### src/rtl/pipe_passthru_valrdy_if.sv
// Val/rdy handshake bundle for both sides of the passthrough pipeline.
// The pipeline itself connects through the slave modport.
interface pipe_passthru_valrdy_if #(
  parameter int p_nbits = 8
);
  logic               in_val;
  logic               in_rdy;
  logic [p_nbits-1:0] in_;
  logic               out_val;
  logic               out_rdy;
  logic [p_nbits-1:0] out;

  modport master (
    output in_val, in_, out_rdy,
    input  in_rdy, out_val, out
  );

  modport slave (
    input  in_val, in_, out_rdy,
    output in_rdy, out_val, out
  );
endinterface

### src/rtl/pipe_passthru_valrdy.sv
// Elastic multi-stage passthrough pipeline with val/rdy flow control.
// Words advance whenever the next stage is free, so bubbles collapse and throughput stays at one word per cycle.
module pipe_passthru_valrdy #(
  parameter int p_nbits   = 8,
  parameter int p_nstages = 2
) (
  input  logic                               clk,
  input  logic                               reset,
  pipe_passthru_valrdy_if.slave              pipe,
  output logic [$clog2(p_nstages+1)-1:0]     occupancy
);
  localparam int LAST = p_nstages - 1;

  logic [p_nbits-1:0]   d   [p_nstages];
  logic [p_nbits-1:0]   src [p_nstages];
  logic [p_nstages-1:0] v;
  logic [p_nstages-1:0] adv;
  logic [p_nstages-1:0] load;
  logic                 in_rdy_c;
  logic                 in_xfer;
  logic                 out_xfer;

  // Ready chain runs backwards from the consumer, so each stage knows whether it can move forward.
  always_comb begin
    adv       = '0;
    adv[LAST] = v[LAST] && pipe.out_rdy;
    for (int i = LAST - 1; i >= 0; i--) begin
      adv[i] = v[i] && (!v[i+1] || adv[i+1]);
    end
    in_rdy_c = !reset && (!v[0] || adv[0]);
  end

  always_comb begin
    for (int i = 0; i < p_nstages; i++) begin
      src[i] = '0;
    end
    load     = '0;
    in_xfer  = pipe.in_val && in_rdy_c;
    out_xfer = v[LAST] && pipe.out_rdy;
    load[0]  = in_xfer;
    src[0]   = pipe.in_;
    for (int i = 1; i < p_nstages; i++) begin
      load[i] = adv[i-1];
      src[i]  = d[i-1];
    end
  end

  // A stage that is both drained and refilled in the same cycle keeps its valid bit set.
  always_ff @(posedge clk) begin
    if (reset) begin
      for (int i = 0; i < p_nstages; i++) begin
        d[i] <= '0;
      end
      v         <= '0;
      occupancy <= '0;
    end else begin
      for (int i = 0; i < p_nstages; i++) begin
        if (load[i]) begin
          d[i] <= src[i];
          v[i] <= 1'b1;
        end else if (adv[i]) begin
          v[i] <= 1'b0;
        end
      end
      if (in_xfer && !out_xfer) begin
        occupancy <= occupancy + 1'b1;
      end else if (out_xfer && !in_xfer) begin
        occupancy <= occupancy - 1'b1;
      end
    end
  end

  assign pipe.in_rdy  = in_rdy_c;
  assign pipe.out_val = v[LAST];
  assign pipe.out     = d[LAST];
endmodule

### src/flat_wrapper.sv
// flat-port wrapper written by rule: the top's interface ports become plain ports
module pipe_passthru_valrdy_flat 
#(
  parameter int p_nbits   = 8,
  parameter int p_nstages = 2
)
  (clk, reset, occupancy, pipe_in_val, pipe_in_, pipe_out_rdy, pipe_in_rdy, pipe_out_val, pipe_out);
  pipe_passthru_valrdy_if #(.p_nbits(p_nbits)) pipe_i ();
  input  logic clk;
  input  logic reset;
  output logic [$clog2(p_nstages+1)-1:0] occupancy;
  input wire logic [$bits(pipe_i.in_val)-1:0] pipe_in_val;
  input wire logic [$bits(pipe_i.in_)-1:0] pipe_in_;
  input wire logic [$bits(pipe_i.out_rdy)-1:0] pipe_out_rdy;
  output wire logic [$bits(pipe_i.in_rdy)-1:0] pipe_in_rdy;
  output wire logic [$bits(pipe_i.out_val)-1:0] pipe_out_val;
  output wire logic [$bits(pipe_i.out)-1:0] pipe_out;
  assign pipe_i.in_val = pipe_in_val;
  assign pipe_i.in_ = pipe_in_;
  assign pipe_i.out_rdy = pipe_out_rdy;
  assign pipe_in_rdy = pipe_i.in_rdy;
  assign pipe_out_val = pipe_i.out_val;
  assign pipe_out = pipe_i.out;
  pipe_passthru_valrdy #(.p_nbits(p_nbits), .p_nstages(p_nstages)) u_core (.clk(clk), .reset(reset), .pipe(pipe_i), .occupancy(occupancy));
endmodule
### config.mk
export PLATFORM = sky130hd
export DESIGN_NAME = pipe_passthru_valrdy_flat
export DESIGN_NICKNAME = d
export VERILOG_FILES = /design/src/rtl/pipe_passthru_valrdy_if.sv /design/src/rtl/pipe_passthru_valrdy.sv /design/src/flat_wrapper.sv
export SDC_FILE = /design/constraint.sdc
export NUM_CORES = 1
export LEC_CHECK = 0
export CORE_ASPECT_RATIO = 1.25
export CORE_MARGIN = 3
export CORE_UTILIZATION = 49
export DETAILED_ROUTE_END_ITERATION = 6
export GPL_ROUTABILITY_DRIVEN = 0
export GPL_TIMING_DRIVEN = 0
export PLACE_DENSITY = 0.81
export SYNTH_ARGS = -nofsm -noshare
export SYNTH_HDL_FRONTEND = slang
export SYNTH_SLANG_ARGS = --single-unit
### constraint.sdc
create_clock -name clk -period 3.9 [get_ports clk]
set_input_delay 0.585 -clock clk [delete_from_list [all_inputs] [get_ports clk]]
set_output_delay 0.585 -clock clk [all_outputs]
set_load 0.05 [all_outputs]
; Yosys cells after proc, flatten, opt, wreduce, memory -nomap -nowiden
; Memories as Yosys holds them, arrays and structs flattened.
; Cells that the tools add are included.
[totals]
output_inout_bits = 12
inputBits = 12
register_bits = 4
ramBits = 16
n_memories = 1
wordCells = 40
[op_classes]
add_sub_neg = 2
reduce_logical = 16
bitwise = 2
n_mux = 16
[mem_list]
columns = name, depth, word_bits, read_ports, rd_ports_with_merged_regs, wr, line
row1 = u_core.d, 2, 8, 2, 0, 2, pipe_passthru_valrdy.sv:14  ; logic [p_nbits-1:0] d [p_nstages];
[op_table]
columns = operator, count
row1 = 8-bit two-way mux, 2
row2 = 1-bit two-way mux, 12
row3 = 1-bit logical AND, 6
row4 = 2-bit nonzero test, 3
row5 = 1-bit zero test, 5
row6 = 2-bit two-way mux, 2
row7 = 2-bit by 1-bit adder with 2-bit output (second input constant), 1
row8 = 1-bit logical OR, 2
row9 = 1-bit OR, 2
row10 = 2-bit by 1-bit subtractor with 2-bit output (second input constant), 1

; Longest topological paths before layout
[depth]
depth_word = 10
mapped_depth = 6
mapped_depth_nobuf = 6

; Worst setup path after synthesis
; OpenSTA, ideal clock, no wires.
[synth_timing]
kind = input port to output port
start = input pipe_out_rdy
end = output pipe_in_rdy
cell_stages = 2
path_buffers = 0
arrival_time_ns = 1.474
required_ns = 3.315
setup_slack_ns = 1.841
path_cell_list = and3b_2 > nor2_1
[synth_between]
elab_chain_cells = 5
[synth_lines]
columns = item, line
row1 = "start, declared", flat_wrapper.sv:14  ; input wire logic [$bits(pipe_i.out_rdy)-1:0] pipe_out_rdy;
row2 = 1-bit logical AND, pipe_passthru_valrdy.sv:26  ; adv[LAST] = v[LAST] && pipe.out_rdy;
row3 = 1-bit logical OR, pipe_passthru_valrdy.sv:28  ; adv[i] = v[i] && (!v[i+1] || adv[i+1]);
row4 = 1-bit logical AND, pipe_passthru_valrdy.sv:28
row5 = 1-bit logical OR, pipe_passthru_valrdy.sv:30  ; in_rdy_c = !reset && (!v[0] || adv[0]);
row6 = 1-bit logical AND, pipe_passthru_valrdy.sv:30
row7 = "end, declared", flat_wrapper.sv:15  ; output wire logic [$bits(pipe_i.in_rdy)-1:0] pipe_in_rdy;
; Every way passes these cells.

; Final worst setup path
; Ends and elaborated chain as after synthesis.

==> metrics.log <==
INFO  metric relSlewSlack = ~55%
INFO  metric die_area = 2370 µm²
INFO  metric clkTransAtPathRegs = 0.11 ns
INFO  metric cts_tree = yes
INFO  metric crit_path_end_kind = output pin
INFO  metric power-per-cell-area = about 440 nW/µm²
INFO  metric post-cts-setup-buffer-count = 0
INFO  metric synth_area = just under 900 µm²
INFO  metric globalRouteTotalUtil = 13.0%
INFO  metric route.detailed.drc = 0
INFO  metric core_region_area = roughly 1600 µm²
INFO  metric finalWirelength = 1.28 mm
INFO  metric synth_cell_types = 20
INFO  metric worst_r2r_endpoint = u_core.occupancy[1]
INFO  metric fin_total_pwr = 0.520 mW
INFO  metric yosys.area_share.adder = 1.41%
INFO  metric timing.final.crit_period = between 2 and 3 ns
INFO  metric rsz0062_at_grt = no
INFO  metric post-dp-hpwl = slightly above 1 mm
INFO  metric synth_edf_count = 16
INFO  metric setup_total_negative_slack = 0 ns
INFO  metric cp_cell_sequence = clkdlybuf4s50_1 -> and3b_2 -> nor2_1 -> clkdlybuf4s50_1
INFO  metric maxCapViolCount = 0
INFO  metric setup_skew_after_layout = ~0.0064 ns
INFO  metric via_count = ~520
INFO  metric timing_worst_setup_path_type = in2out
INFO  metric crit_start = pipe_out_rdy
INFO  metric yosysWarnings = 0
INFO  metric insertedDiodeCount = 0
INFO  metric slowest_stage = sky130_fd_sc_hd__clkdlybuf4s50_1
INFO  metric yosys.cell_count.top_type = sky130_fd_sc_hd__edfxtp_1
INFO  metric fin_area = 1180 µm²
INFO  metric p_int = just under 0.4 mW
INFO  metric netlist.area_leader.share = ~54%
INFO  metric drt-pass1-iter-count = 4
INFO  metric cp-start-kind = primary input
INFO  metric grt_pass1_wl = ~2.1 mm
INFO  metric critical_path.max_stage_delay = slightly above 0.8 ns
INFO  metric post_dr_wirelength_cell = between 10 and 15 µm
INFO  metric required = about 3.3 ns
INFO  metric cts.hold.buffers_added = 0
INFO  metric worst-endpoint-arrival = about 2.2 ns
INFO  metric grt_start_max_net_pins = 13
INFO  metric layout_cells_sized_above_1 = between 30% and 40%
INFO  metric ir_drop = ~0.00033 V
INFO  metric start_util = between 50% and 60%
INFO  metric row_count = 16
INFO  metric setup_violations = 0
INFO  metric finalMaxSlewViolations = 0
INFO  metric synthSimpleGateAreaFrac = 19.3%
INFO  metric clockBufferDepth = 2
INFO  metric final.hold.worst_slack = 0.506 ns
INFO  metric p_leak = between 0.4 and 0.5 nW
INFO  metric port_buffers = 22
INFO  metric seq_power_share = between 40% and 50%
INFO  metric cts_inserted_buffers = 3
INFO  metric via_per_inst = 4.72
INFO  metric io_pins = 24
INFO  metric setup.worst_path.end = pipe_in_rdy
INFO  metric synth.avg_cell_area = 13.3 µm²
INFO  metric tightest_slew = slightly below 0.7 ns
INFO  metric timing.reg2reg.setup_slack = about 2.3 ns
INFO  metric power.clock.fraction = 31.8%
INFO  metric asyncSetResetFlopFracSynth = 0%
INFO  metric drt.antenna.violating_nets = 0
INFO  metric drt_iter0_drc = 10
INFO  metric syn_inst = between 60 and 70
INFO  metric switching_power = ~0.12 mW
INFO  metric seq_area_frac_synth = 63.0%
INFO  metric result_of_the_run = completed
INFO  metric synth.top_cells.by_count = sky130_fd_sc_hd__edfxtp_1 (16), sky130_fd_sc_hd__and2_2 (12), sky130_fd_sc_hd__buf_4 (8)
INFO  metric cts.root.buffer_cell = sky130_fd_sc_hd__clkbuf_4
INFO  metric r2r-start = u_core.v[1]
INFO  metric timing.critical_path.fanout_max = 5
INFO  metric achievable-frequency = ~350 MHz
INFO  metric hold_wc_path_type = reg2reg
INFO  metric cts_h_tree_lvls = 1
INFO  metric rr_worst_depth = 5
INFO  metric share_comb_of_total_power = between 10% and 20%
INFO  metric grt_antenna_before_repair = 0
INFO  metric synth_largest_area_cell = sky130_fd_sc_hd__edfxtp_1
INFO  metric clk_latency = approximately 0.3 ns
INFO  metric globalRouteOverflowTotal = 0
INFO  metric dpl_cell_area = 1130 µm²
INFO  metric post_synth_xor_area_fraction = 1.97%
INFO  metric first_global_vias = about 500
INFO  metric synth_area_leaders = sky130_fd_sc_hd__edfxtp_1 (54%), sky130_fd_sc_hd__and2_2 (10%), sky130_fd_sc_hd__dfxtp_1 (9.0%), sky130_fd_sc_hd__buf_4 (6.8%), sky130_fd_sc_hd__and2_1 (2.8%)
INFO  metric combinational_family_with_the_most_area_after_synthesis = simple AND/OR/NAND/NOR gates
INFO  metric period_share = slightly above 70%
INFO  metric crit_path_frequent_cell = sky130_fd_sc_hd__clkdlybuf4s50_1
INFO  metric yosys_most_used_dff = sky130_fd_sc_hd__edfxtp_1
INFO  metric nets = between 100 and 150
INFO  metric die_height = 53.6 µm
INFO  metric chipWidth = ~44 µm
INFO  metric synth-compound-area-share = around 5.1%
INFO  metric cts.sink_count = 20
INFO  metric cts_resized = 0
INFO  metric hold_violations = 0
INFO  metric synth_fp_nets = 80
INFO  metric area.growth.synth_to_final = 33.2%
INFO  metric multiplexer_share_of_the_synthesized_area = 0%
INFO  metric yosys_register_bits = 20
INFO  metric swShare = about a quarter
## sequential cells by signal (all words and copies together), names as in the netlist
signal and cells:
u_core.d 16, u_core.occupancy 2, u_core.v 2
## cell families (layout without fill, tap and decap cells)
logic type | Yosys count | count (layout)
fa+ha+maj | 1 | 1
flops | 20 | 20
compound gates | 5 | 5
xor+xnor | 2 | 2
buf+inv | 12 | 38
simple gates | 27 | 27
## critical path: cells and delay by family
family        cells  cell delay (ns)
simple gates      2             0.35
buf+inv           2             1.30
## power groups by stage
stage | registers, mW | logic [mW] | clock network (mW)
2_1_floorplan | 0.268 | 0.0577 | 0
3_3_place_gp | 0.258 | 0.0986 | 0
3_5_place_dp | 0.260 | 0.101 | 0
4_1_cts | 0.255 | 0.101 | 0.169
5_1_grt | 0.257 | 0.107 | 0.178
6_report | 0.254 | 0.100 | 0.166
## layer usage
layer	wire [µm]	vias to the layer above	global-route usage, %	share of wire [%]
li1	-	271	-	-
met1	477	234	14.8	37
met2	699	14	20.9	55
met3	59	5	3.01	4.6
met4	40	0	10.6	3.1
met5	0	-	0	0
## worst min-delay path by stage
stage                              from             endpoint  cells after the start
finish              u_core.occupancy[1]  u_core.occupancy[1]                      2
global route        u_core.occupancy[1]  u_core.occupancy[1]                      2
CTS                 u_core.occupancy[1]  u_core.occupancy[1]                      2
detailed placement  u_core.occupancy[1]  u_core.occupancy[1]                      2
global placement    u_core.occupancy[1]  u_core.occupancy[1]                      2
floorplan                   u_core.v[0]          u_core.v[1]                      2
## metrics by stage
stage | instances | util (%) | setup WS (ns)
floorplan | 67 | - | 1.84
global placement | 107 | 69.0 | 1.09
detailed placement | 107 | 69.0 | 1.08
CTS | 111 | 72.2 | 1.08
global route | 111 | 72.2 | 1.01
finish | 111 | 72.2 | 1.08
## layout by cell type, fill, tap and decap left out
cell                               n
sky130_fd_sc_hd__dfxtp_1           4
sky130_fd_sc_hd__buf_4             8
sky130_fd_sc_hd__and2_1            4
sky130_fd_sc_hd__edfxtp_1         16
sky130_fd_sc_hd__and2b_2           1
sky130_fd_sc_hd__xor2_1            2
sky130_fd_sc_hd__nor2_1            6
sky130_fd_sc_hd__or3_1             1
sky130_fd_sc_hd__buf_6             1
sky130_fd_sc_hd__o21ai_0           1
sky130_fd_sc_hd__ha_1              1
sky130_fd_sc_hd__nand2_1           1
sky130_fd_sc_hd__a21oi_1           1
sky130_fd_sc_hd__a211oi_4          1
sky130_fd_sc_hd__inv_1             2
sky130_fd_sc_hd__clkdlybuf4s50_1  22
sky130_fd_sc_hd__clkbuf_1          1
sky130_fd_sc_hd__and3b_2           1
sky130_fd_sc_hd__clkbuf_4          3
sky130_fd_sc_hd__nor3_1            1
sky130_fd_sc_hd__and2_2           12
sky130_fd_sc_hd__bufinv_16         1
sky130_fd_sc_hd__o21bai_1          2
## layout make-up
class                      count  area (µm²)
sequential                    20         561
fill                         123         457
multi-input combinational     35         246
timing repair buffer          22         220
buffer                        10        75.1
clock inverter                 1        30.0
clock buffer                   3        22.5
tap                           18        22.5
inverter                       2        7.51
(Power assumes the default switching activity.)
